`src/rtl/popcnt_rr_sched.sv`:
```
// Round-robin shared serial ones counter for two requesters.
// Optional macro POPCNT_EARLY_EXIT_EN ends COUNT as soon as the remaining shift register bits are zero.
module popcnt_rr_sched #(
    parameter int DATA_W       = 16,
    parameter int BITS_PER_CYC = 4,
    parameter int CNT_W        = 5
) (
    input  logic              clk,
    input  logic              rst_n,
    input  logic              req0_valid,
    input  logic [DATA_W-1:0] req0_data,
    output logic              req0_ready,
    input  logic              req1_valid,
    input  logic [DATA_W-1:0] req1_data,
    output logic              req1_ready,
    output logic              rsp_valid,
    input  logic              rsp_ready,
    output logic              rsp_id,
    output logic [CNT_W-1:0]  rsp_ones,
    output logic              busy
);

    localparam int NSTEPS = DATA_W / BITS_PER_CYC;
    localparam int STEP_W = $clog2(NSTEPS + 1);

    typedef enum logic [1:0] {IDLE, COUNT, RESP} state_t;

    state_t             state, state_nxt;
    logic [DATA_W-1:0]  shreg, shreg_shifted;
    logic [CNT_W-1:0]   acc, acc_nxt;
    logic [STEP_W-1:0]  step;
    logic               id, last_grant, grant, accept, count_done;

    function automatic logic [CNT_W-1:0] slice_ones(input logic [BITS_PER_CYC-1:0] v);
        logic [CNT_W-1:0] n;
        n = '0;
        for (int i = 0; i < BITS_PER_CYC; i++) n = n + CNT_W'(v[i]);
        return n;
    endfunction

    // Grant goes to the sole valid requester; on a tie, to the one not served last.
    always_comb begin
        if (req0_valid && req1_valid) grant = ~last_grant;
        else                          grant = req1_valid;
    end

    assign req0_ready    = (state == IDLE) && req0_valid && !grant;
    assign req1_ready    = (state == IDLE) && req1_valid && grant;
    assign accept        = req0_ready || req1_ready;
    assign acc_nxt       = acc + slice_ones(shreg[BITS_PER_CYC-1:0]);
    assign shreg_shifted = shreg >> BITS_PER_CYC;

`ifdef POPCNT_EARLY_EXIT_EN
    assign count_done = (step == STEP_W'(NSTEPS - 1)) || (shreg_shifted == '0);
`else
    assign count_done = (step == STEP_W'(NSTEPS - 1));
`endif

    // NOTE: every always_comb output gets a default before the case so no path leaves it unassigned (no latch).
    always_comb begin
        state_nxt = state;
        case (state)
            IDLE:    if (accept)     state_nxt = COUNT;
            COUNT:   if (count_done) state_nxt = RESP;
            RESP:    if (rsp_ready)  state_nxt = IDLE;
            default:                 state_nxt = IDLE;
        endcase
    end

    // NOTE: sequential state uses non-blocking assignments so all registers update from pre-edge values.
    always_ff @(posedge clk or negedge rst_n) begin
        if (!rst_n) begin
            state      <= IDLE;
            shreg      <= '0;
            acc        <= '0;
            step       <= '0;
            id         <= 1'b0;
            last_grant <= 1'b1;
        end else begin
            state <= state_nxt;
            case (state)
                IDLE: if (accept) begin
                    shreg      <= grant ? req1_data : req0_data;
                    acc        <= '0;
                    step       <= '0;
                    id         <= grant;
                    last_grant <= grant;
                end
                COUNT: begin
                    acc   <= acc_nxt;
                    shreg <= shreg_shifted;
                    step  <= step + STEP_W'(1);
                end
                default: ;
            endcase
        end
    end

    // The accumulator holds its final sum throughout RESP, so it drives the result directly.
    assign rsp_valid = (state == RESP);
    assign rsp_id    = id;
    assign rsp_ones  = acc;
    assign busy      = (state != IDLE);

endmodule

```
`config.mk`:
```
export PLATFORM = sky130hd
export DESIGN_NAME = popcnt_rr_sched
export DESIGN_NICKNAME = d
export VERILOG_FILES = /design/src/rtl/popcnt_rr_sched.sv
export SDC_FILE = /design/constraint.sdc
export NUM_CORES = 1
export LEC_CHECK = 0
export CAP_MARGIN = 20
export CORE_MARGIN = 8
export CORE_UTILIZATION = 43
export CTS_BUF_LIST = sky130_fd_sc_hd__clkbuf_2
export CTS_CLUSTER_DIAMETER = 100
export DETAILED_ROUTE_END_ITERATION = 7
export GPL_TIMING_DRIVEN = 0
export HOLD_SLACK_MARGIN = 0.1
export PLACE_DENSITY_LB_ADDON = 0.15
export SYNTH_ARGS = -nofsm -noshare
export SYNTH_HDL_FRONTEND = slang
export SYNTH_SLANG_ARGS = --single-unit
```
`constraint.sdc`:
```
create_clock -name clk -period 2.02 [get_ports clk]
set_input_delay 0.303 -clock clk [delete_from_list [all_inputs] [get_ports clk]]
set_output_delay 0.303 -clock clk [all_outputs]
set_load 0.02 [all_outputs]
```
==> results of run 1 <==
through the flow:
stage | cells | TNS [ps]
after floorplan | 145 | -320
after global placement | 237 | -1400
after detailed placement | 238 | -1810
after CTS | 244 | -556
after global routing | 247 | -1040
final | 247 | -530
registers in the layout, summed over array words and instances (netlist names):
name        cells
state           2
last_grant      1
rsp_id          1
step            3
shreg          16
rsp_ones        5
critical path, delay by kind of cell (launching register included):
kind / cells / cell delay, ps
flip-flops: 1 / 490
buffers and inverters: 1 / 50
AO/OA/AOI/OAI: 2 / 170
adder cells (fa/ha/maj): 3 / 1270
AND/OR/NAND/NOR: 1 / 150
power by group through the flow:
stage | Combinational, mW | Sequential [mW] | Clock (mW)
2_1_floorplan | 1.02 | 1.07 | 0
3_3_place_gp | 1.51 | 1.04 | 0
3_5_place_dp | 1.59 | 1.06 | 0
4_1_cts | 1.64 | 1.04 | 0.215
5_1_grt | 1.86 | 1.07 | 0.244
6_report | 1.66 | 1.04 | 0.213
cells by family after synthesis:
kind of cell	share of synthesized area, %
AND/OR/NAND/NOR	10.0
buffers and inverters	5.59
AO/OA/AOI/OAI	18.3
XOR/XNOR	0.584
multiplexers	12.2
flip-flops	46.8
adder cells (fa/ha/maj)	6.51
what timing repair did:
| item | in CTS | in global routing |
|---|---|---|
| endpoints found under the setup margin | 7 | 8 |
| pin swaps | 5 | 2 |
| resized for setup | 6 | 3 |
| hold buffers | 0 | 0 |
| setup buffers | 2 | 3 |
layout make-up:
class	instances	area [sq um]
plain buffers	7	50.0
clock buffers	3	15.0
clock inverters	1	3.75
fillers	315	1240
inverters	9	33.8
multi-input cells	101	729
flip-flops and latches	28	704
well taps	46	57.6
repair buffers	52	507
final timing paths:
kind | start | end
worst max-delay path | rsp_ones[0]$_DFFE_PN0P_ | rsp_ones[2]$_DFFE_PN0P_
worst min-delay path | rst_n | rsp_ones[0]$_DFFE_PN0P_
worst max register to register | rsp_ones[0]$_DFFE_PN0P_ | rsp_ones[2]$_DFFE_PN0P_
worst min register to register | step[0]$_DFFE_PN0P_ | step[0]$_DFFE_PN0P_
max in group asynchronous | rst_n | shreg[8]$_DFFE_PN0P_
min in group clk | step[0]$_DFFE_PN0P_ | step[0]$_DFFE_PN0P_
cells in the mapped netlist, types with 2 or more instances:
cell	number	share of area, %
sky130_fd_sc_hd__a21oi_1	3	1.0
sky130_fd_sc_hd__fa_1	3	4.0
sky130_fd_sc_hd__dfrtp_1	27	45
sky130_fd_sc_hd__ha_1	3	2.5
sky130_fd_sc_hd__o21ai_1	2	0.67
sky130_fd_sc_hd__nor2_1	5	1.3
sky130_fd_sc_hd__nand2_1	19	4.8
sky130_fd_sc_hd__nor2b_1	3	1.3
sky130_fd_sc_hd__inv_1	9	2.3
sky130_fd_sc_hd__nor3_1	2	0.67
sky130_fd_sc_hd__mux2i_1	4	2.7
sky130_fd_sc_hd__and2_1	2	0.83
sky130_fd_sc_hd__o21ai_0	18	6.0
sky130_fd_sc_hd__o22ai_1	12	5.0
sky130_fd_sc_hd__mux2_4	2	2.0
sky130_fd_sc_hd__a22o_1	2	1.2
sky130_fd_sc_hd__buf_2	6	2.0
sky130_fd_sc_hd__o221ai_1	2	1.2
sky130_fd_sc_hd__mux2_2	8	6.0
sky130_fd_sc_hd__mux2_1	2	1.5
per-layer routing:
layer	vias up	part of all wire, %	routed length [um]
met5	-	0	0
met4	0	1.1	41
met3	4	5.6	217
met1	612	43	1660
met2	35	51	1960
li1	623	-	-
==> results list, run 1 <==
- The congestion estimate from routability-driven global placement came to around 0.8.
- The worst register-to-register path has a depth of 7.
- Timing analysis after detailed placement gives a worst setup slack of -459 ps.
- In this run the tool buffered the top-level ports with between 40 and 50 buffer cells.
* Mapped Cells: approximately 150
- PD cells: 1390 mW/mm^2
* Worst vdd rail ir drop: approximately 0.69 mV
* Final setup margin: -183 ps
* Sw Share: 41.8%
- Sequential share of power: a little over a third
- For this run, the post-layout net count is ~250.
* Global Route Usage Sum: about 15%
* Yosys Warn Count: 0
* Number of register bits inferred by synthesis: 28
- GR Layer Usage met3: around 4.1%
- Number of unique standard cell types used by synthesis: 31
- In the global route stage, met1 resource usage came out at 17.4%.
- Core region area: 0.00334 sq mm
- The flow ran to the end, but the final reports show violations.
* Share of synthesized area occupied by flip-flops and latches: between 40 and 50%
- Final core occ: 63.0%
- Routed wire length per instance: between 15 and 20 um
- TritonCTS built the clock tree.
- The internal power of the cells totals approximately 1.7 mW.
* FMAX: 454 MHz
- Ys async rst share: between 90% and 100%
- After synthesis the cells add up to roughly 0.0015 sq mm.
- Clock tree synthesis inserted a total of 3 buffers.
- Row generation in the floorplan step produced 21 rows.
- Final count of hold timing violations: 0
- Setup repair after global routing missed its margin: yes
- Number of antenna repair diodes: 0
- The clock network is responsible for 7.3% of the overall power.
* Global-route congestion overflow total: 0
* Hold Crit Class: input port to asynchronous set/reset pin
- The checks that failed: setup timing.
- Synthesized area per cell: 10.3 sq um
- Number of global-route vias before repair: around 1,400
* Highest-count cells in the layout ignoring fill and taps: 44 x sky130_fd_sc_hd__clkdlybuf4s50_1, 25 x sky130_fd_sc_hd__dfrtp_1, 19 x sky130_fd_sc_hd__nand2_1, 15 x sky130_fd_sc_hd__o21ai_0, 12 x sky130_fd_sc_hd__o22ai_1
- The library cell used most frequently in the layout, excluding fill and tap cells, is sky130_fd_sc_hd__clkdlybuf4s50_1.
* Flip-flop cell with the highest count after synthesis: sky130_fd_sc_hd__dfrtp_1
- Crit-path max FO: 3
- Across all register-to-register paths, the minimum setup slack is -180 ps.
* Sink count of the clock tree: 28
- Total half-perimeter wirelength after legalization and detailed placement: 3050 um
- For the worst setup path, the data required time is around 2300 ps.
- Transition time at the pin with the least slew margin: between 600 and 700 ps
- Worst Setup End Kind: register
- Drt drc: 0
- Crit-path cells: fa_1 -> inv_1 -> fa_2 -> fa_2 -> and2_4 -> o21ai_2 -> o31ai_1
- The finished cells cover 0.00210 sq mm.
- The tool flagged a number of max-cap violations equal to 0.
* Global routing met2 resource utilization: approximately a quarter
* Number of synthesized flops with an enable pin: 0
- Compared with the post-synthesis result, the final layout area differs by 40.1%.
- Setup violations remaining at the end of the flow were counted as 4.
- Share of layout cells above drive strength 1: 18.4%
* Setup crit start kind: register
- The initial antenna violation count was 0.
* Vias per cell: between 5 and 6
* WS Path Type: register to register
- Clock Tree Root: sky130_fd_sc_hd__clkbuf_2
- Buffers from clock root to sink, at most: 2
* P_leak: 0.910 nW
* Library cell appearing most often on the critical path: sky130_fd_sc_hd__fa_2
* Syn Nets: approximately 190
- Hold is met by 266 ps.
* Clk_lat worst skew: 370 ps
* Routed wire length: slightly below 4000 um
* Die height: 75.0 um
* Largest clock skew in the final design: around 16 ps
- Post-layout power: between 2 and 3 mW
* Total via count after detailed routing: 1,274
- Die Outline Area: between 0.005 and 0.006 sq mm
- Critical-path cell with the highest stage delay: sky130_fd_sc_hd__fa_1
- Combinational logic burns 57.1% of the power.
* Number of nets with antenna violations after detailed routing: 0
* Horizontal die dimension: 75.0 um
* CP Data Arrival Time: roughly 2500 ps
- Power spent charging and discharging nets: roughly 1.2 mW
* Min Tclk post-route: approximately 2200 ps
- The final critical path takes up 109% of the cycle.
* Number of search-and-repair iterations in the first detailed-routing pass: 4
- Starting Density: between 40% and 50%
- Routing layer with the top usage in global route: met2
* Cell area after placement: 0.00204 sq mm
- CTS H-tree depth: 1
* Total I/O pin count: 47
- The detailed router finished its first iteration with 48 violations.
- Max-Slew Margin vs Limit: between 50% and 60%
* Slew Limit Fails: 0
- The first global-routing pass estimated 6520 um of wire.
- The largest single stage delay on the critical path is between 500 and 600 ps.
* Clk pin slew, worst setup/hold paths: approximately 270 ps
- Largest net degree at the start of global routing: 17
Power figures use the tool's default switching activity.
==> run 2, diff against run 1 <==
--- a/config.mk
+++ b/config.mk
@@ -6,8 +6,10 @@
 export NUM_CORES = 1
 export LEC_CHECK = 0
 export CAP_MARGIN = 20
+export CELL_PAD_IN_SITES_DETAIL_PLACEMENT = 2
+export CELL_PAD_IN_SITES_GLOBAL_PLACEMENT = 2
 export CORE_MARGIN = 8
-export CORE_UTILIZATION = 43
+export CORE_UTILIZATION = 26
 export CTS_BUF_LIST = sky130_fd_sc_hd__clkbuf_2
 export CTS_CLUSTER_DIAMETER = 100
 export DETAILED_ROUTE_END_ITERATION = 7
==> run 2 against run 1 <==
Net effect:
- the run still ends with setup timing left
- cell area up 2.5%
- fmax up 0.48%
- die area up 50%
- clock skew down 12 ps
- clock-buffer cell count unchanged
- cell count up 9.7%
- global-route usage down 2.4 points
- worst setup slack better by 11 ps
- critical endpoint unchanged
- highest routed layer unchanged
==> results list, run 2 (synthesis gave the netlist of run 1 again) <==
- Crit-path cells: fa_1 -> inv_1 -> fa_2 -> fa_2 -> and2_4 -> o21ai_2 -> o31ai_1
* Hold Crit Class: input port to asynchronous set/reset pin
- Dpl cells: 264
- In the post-route analysis, the smallest setup slack over all paths is -172 ps.
* Worst Setup End Kind: register
- The register with the most flip-flops in the layout has 16 of them.
* Layout overhead on the synthesized area: 43.7%
* Max-capacitance violation count: 0
- For this run, the share of the core covered by cells in the final layout is about two fifths.
- Total half-perimeter wirelength after legalization and detailed placement: about 4000 um
* Drt drc: 0
- The final number of hold-violating endpoints came to 0.
* Clock Tree Root: sky130_fd_sc_hd__clkbuf_2
- Setup violations remaining at the end of the flow were counted as 5.
* Die Outline Area: about 0.0085 sq mm
- After routing the design area is 0.00215 sq mm.
* Crit-path leading delay family: adder cells
- Part of the power in combinational logic: 58.5%
- TritonCTS built the clock tree.
- Detailed routing inserted a total of around 1,300 vias.
- Core region area: about 0.0055 sq mm
- Most frequent standard cell in the layout excluding fill and tap cells: sky130_fd_sc_hd__clkdlybuf4s50_1
- VDD sags by at most 0.589 mV.
* Pre-CTS setup slack: -474 ps
* 1st-iter DRT viols: 31
- Of the total power, the clock network draws ~7.3%.
* FMAX: approximately 460 MHz
* Total I/O pin count: 47
* Number of antenna repair diodes: 0
* Total length of routed met2 wires: ~2800 um
* Crit path buf inv count: 1
- PD cells: 1420 mW/mm^2
* Number of search-and-repair iterations in the first detailed-routing pass: 3
- Entering global routing, the biggest net connects 16 pins.
* Ratio of final minimum period to clock period: 109%
* Setup crit start kind: register
- Total met3 wirelength after detailed routing: ~190 um
* Library cell appearing most often on the critical path: sky130_fd_sc_hd__fa_2
* Transition time at the pin with the least slew margin: approximately 870 ps
- Of the total power, the share spent switching nets is roughly 44%.
* WS Path Type: register to register
- Initial antenna violation count: 0
- The initial utilization of the core area, before any placement, comes to 27.1%.
- Share of layout cells above drive strength 1: a little under a fifth
* Sequential share of power: about a third
- Routed metal-1 wirelength: 2230 um
* Slew Limit Fails: 0
- Input and output buffers added on the ports amount to 46.
* Number of nets with antenna violations after detailed routing: 0
* Power spent charging and discharging nets: approximately 1.3 mW
- CP Data Arrival Time: 2490 ps
- Nets: about 240
* Critical path data required time: 2320 ps
- After the flow finishes, the layout carries non-filler instances totaling approximately 270.
* Global Route Usage Sum: between 10% and 20%
- The checks that failed: setup timing.
* Die height: slightly above 90 um
* Routed wire length per instance: 19.3 um
- Along the worst path, the maximum fanout reaches 3.
- Max stage delay on crit path: roughly 540 ps
- Dividing the detail-routed via count by the number of cells gives 4.87.
* First-pass GRT wire length: 8400 um
- Subtracting the final worst setup slack from the clock period gives between 2000 and 2500 ps.
- Largest clock skew in the final design: 4.13 ps
* Final TNS setup: -573 ps
- The tree built by TritonCTS fans out to 28 sinks.
- Counting the buffers created by CTS gives 3.
- Setup repair after global routing missed its margin: yes
- Number of global-route vias before repair: approximately 1,600
- The slowest stage of the critical path belongs to the cell sky130_fd_sc_hd__fa_1.
- Clock-pin slew was measured on the worst setup and hold paths at roughly 290 ps.
- Clock latency on the worst-skew pair, taken at its later pin, is ~370 ps.
- Top Layer Used: met4
- Post-layout power: between 3 and 4 mW
- The floorplan has 27 rows.
- CTS built an H-tree with a depth of 1.
- Measured against its own limit, the worst slew margin works out to 42.1%.
* Buffers from clock root to sink, at most: 2
- Summed over all layers, the routed wires come to 5220 um.
* Cell internal power dissipation: 1.73 mW
- The flow ran to the end, but the final reports show violations.
- Hold Slack: 365 ps
- Number of inserted filler cells in the final layout: 600
- Post-cts hold buffer count: 0
- Final weighted congestion in routability-driven placement: approximately 0.74
- Leaving out fill and tap cells, the most frequent cells in the layout are 43 x sky130_fd_sc_hd__clkdlybuf4s50_1, 26 x sky130_fd_sc_hd__dfrtp_1, 19 x sky130_fd_sc_hd__nand2_1, 15 x sky130_fd_sc_hd__o21ai_0, 12 x sky130_fd_sc_hd__o22ai_1.
- In this run the horizontal extent of the chip is 91.9 um.
- Summing all placed instances gives a cell area of between 0.002 and 0.0025 sq mm.
* Global-route congestion overflow total: 0
* P_leak: ~0.9 nW
* Register with the most flip-flops: shreg
[run 2: power groups by stage]
stage	sequential [mW]	combinational [mW]	clock, mW
after global placement	1.04	1.59	0
final	1.05	1.79	0.225
after global routing	1.09	2.02	0.257
after floorplan	1.07	1.02	0
after detailed placement	1.06	1.70	0
after CTS	1.05	1.74	0.236
[run 2: final cells by class]
| cell class | count | area [sq um] | area share [%] |
|---|---|---|---|
| Timing Repair Buffer | 50 | 504 | 23.4 |
| Multi-Input combinational cell | 101 | 753 | 35.0 |
| Clock buffer | 3 | 15.0 | 0.697 |
| Inverter | 9 | 33.8 | 1.57 |
| Tap cell | 72 | 90.1 | 4.18 |
| Sequential cell | 28 | 703 | 32.7 |
| Buffer | 7 | 50.0 | 2.32 |
| Clock inverter | 1 | 3.75 | 0.174 |
[run 2: path summary, 6_finish.rpt]
check	end	slack, ps	cells after the start	startpoint
max in group asynchronous	rsp_ones[0]$_DFFE_PN0P_	1090	2	rst_n
worst min register to register	step[0]$_DFFE_PN0P_	520	1	step[0]$_DFFE_PN0P_
worst max register to register	rsp_ones[2]$_DFFE_PN0P_	-170	7	shreg[2]$_DFFE_PN0P_
worst min-delay path	rsp_id$_DFFE_PN0P_	370	1	rst_n
worst max-delay path	rsp_ones[2]$_DFFE_PN0P_	-170	7	shreg[2]$_DFFE_PN0P_
min in group clk	state[1]$_DFFE_PN0P_	510	3	rsp_ready
[run 2: layer usage]
layer	track usage [%]	up-vias
met1	14.8	680
met3	2.69	2
met5	0	-
li1	-	614
met4	3.22	0
met2	22.6	23
[run 2: timing repair]
| action | in CTS | in global routing |
|---|---|---|
| pin swaps | 3 | 2 |
| endpoints found under the setup margin | 8 | 7 |
| setup buffers | 1 | 2 |
| gates resized for setup | 10 | 6 |
[run 2: worst reg2reg max path: stages, from the launching register on]
cell,delay (ps)
sky130_fd_sc_hd__dfrtp_1,480
sky130_fd_sc_hd__fa_1,540
sky130_fd_sc_hd__inv_1,50
sky130_fd_sc_hd__fa_2,350
sky130_fd_sc_hd__fa_2,390
sky130_fd_sc_hd__and2_4,160
sky130_fd_sc_hd__o21ai_2,100
sky130_fd_sc_hd__o31ai_1,70
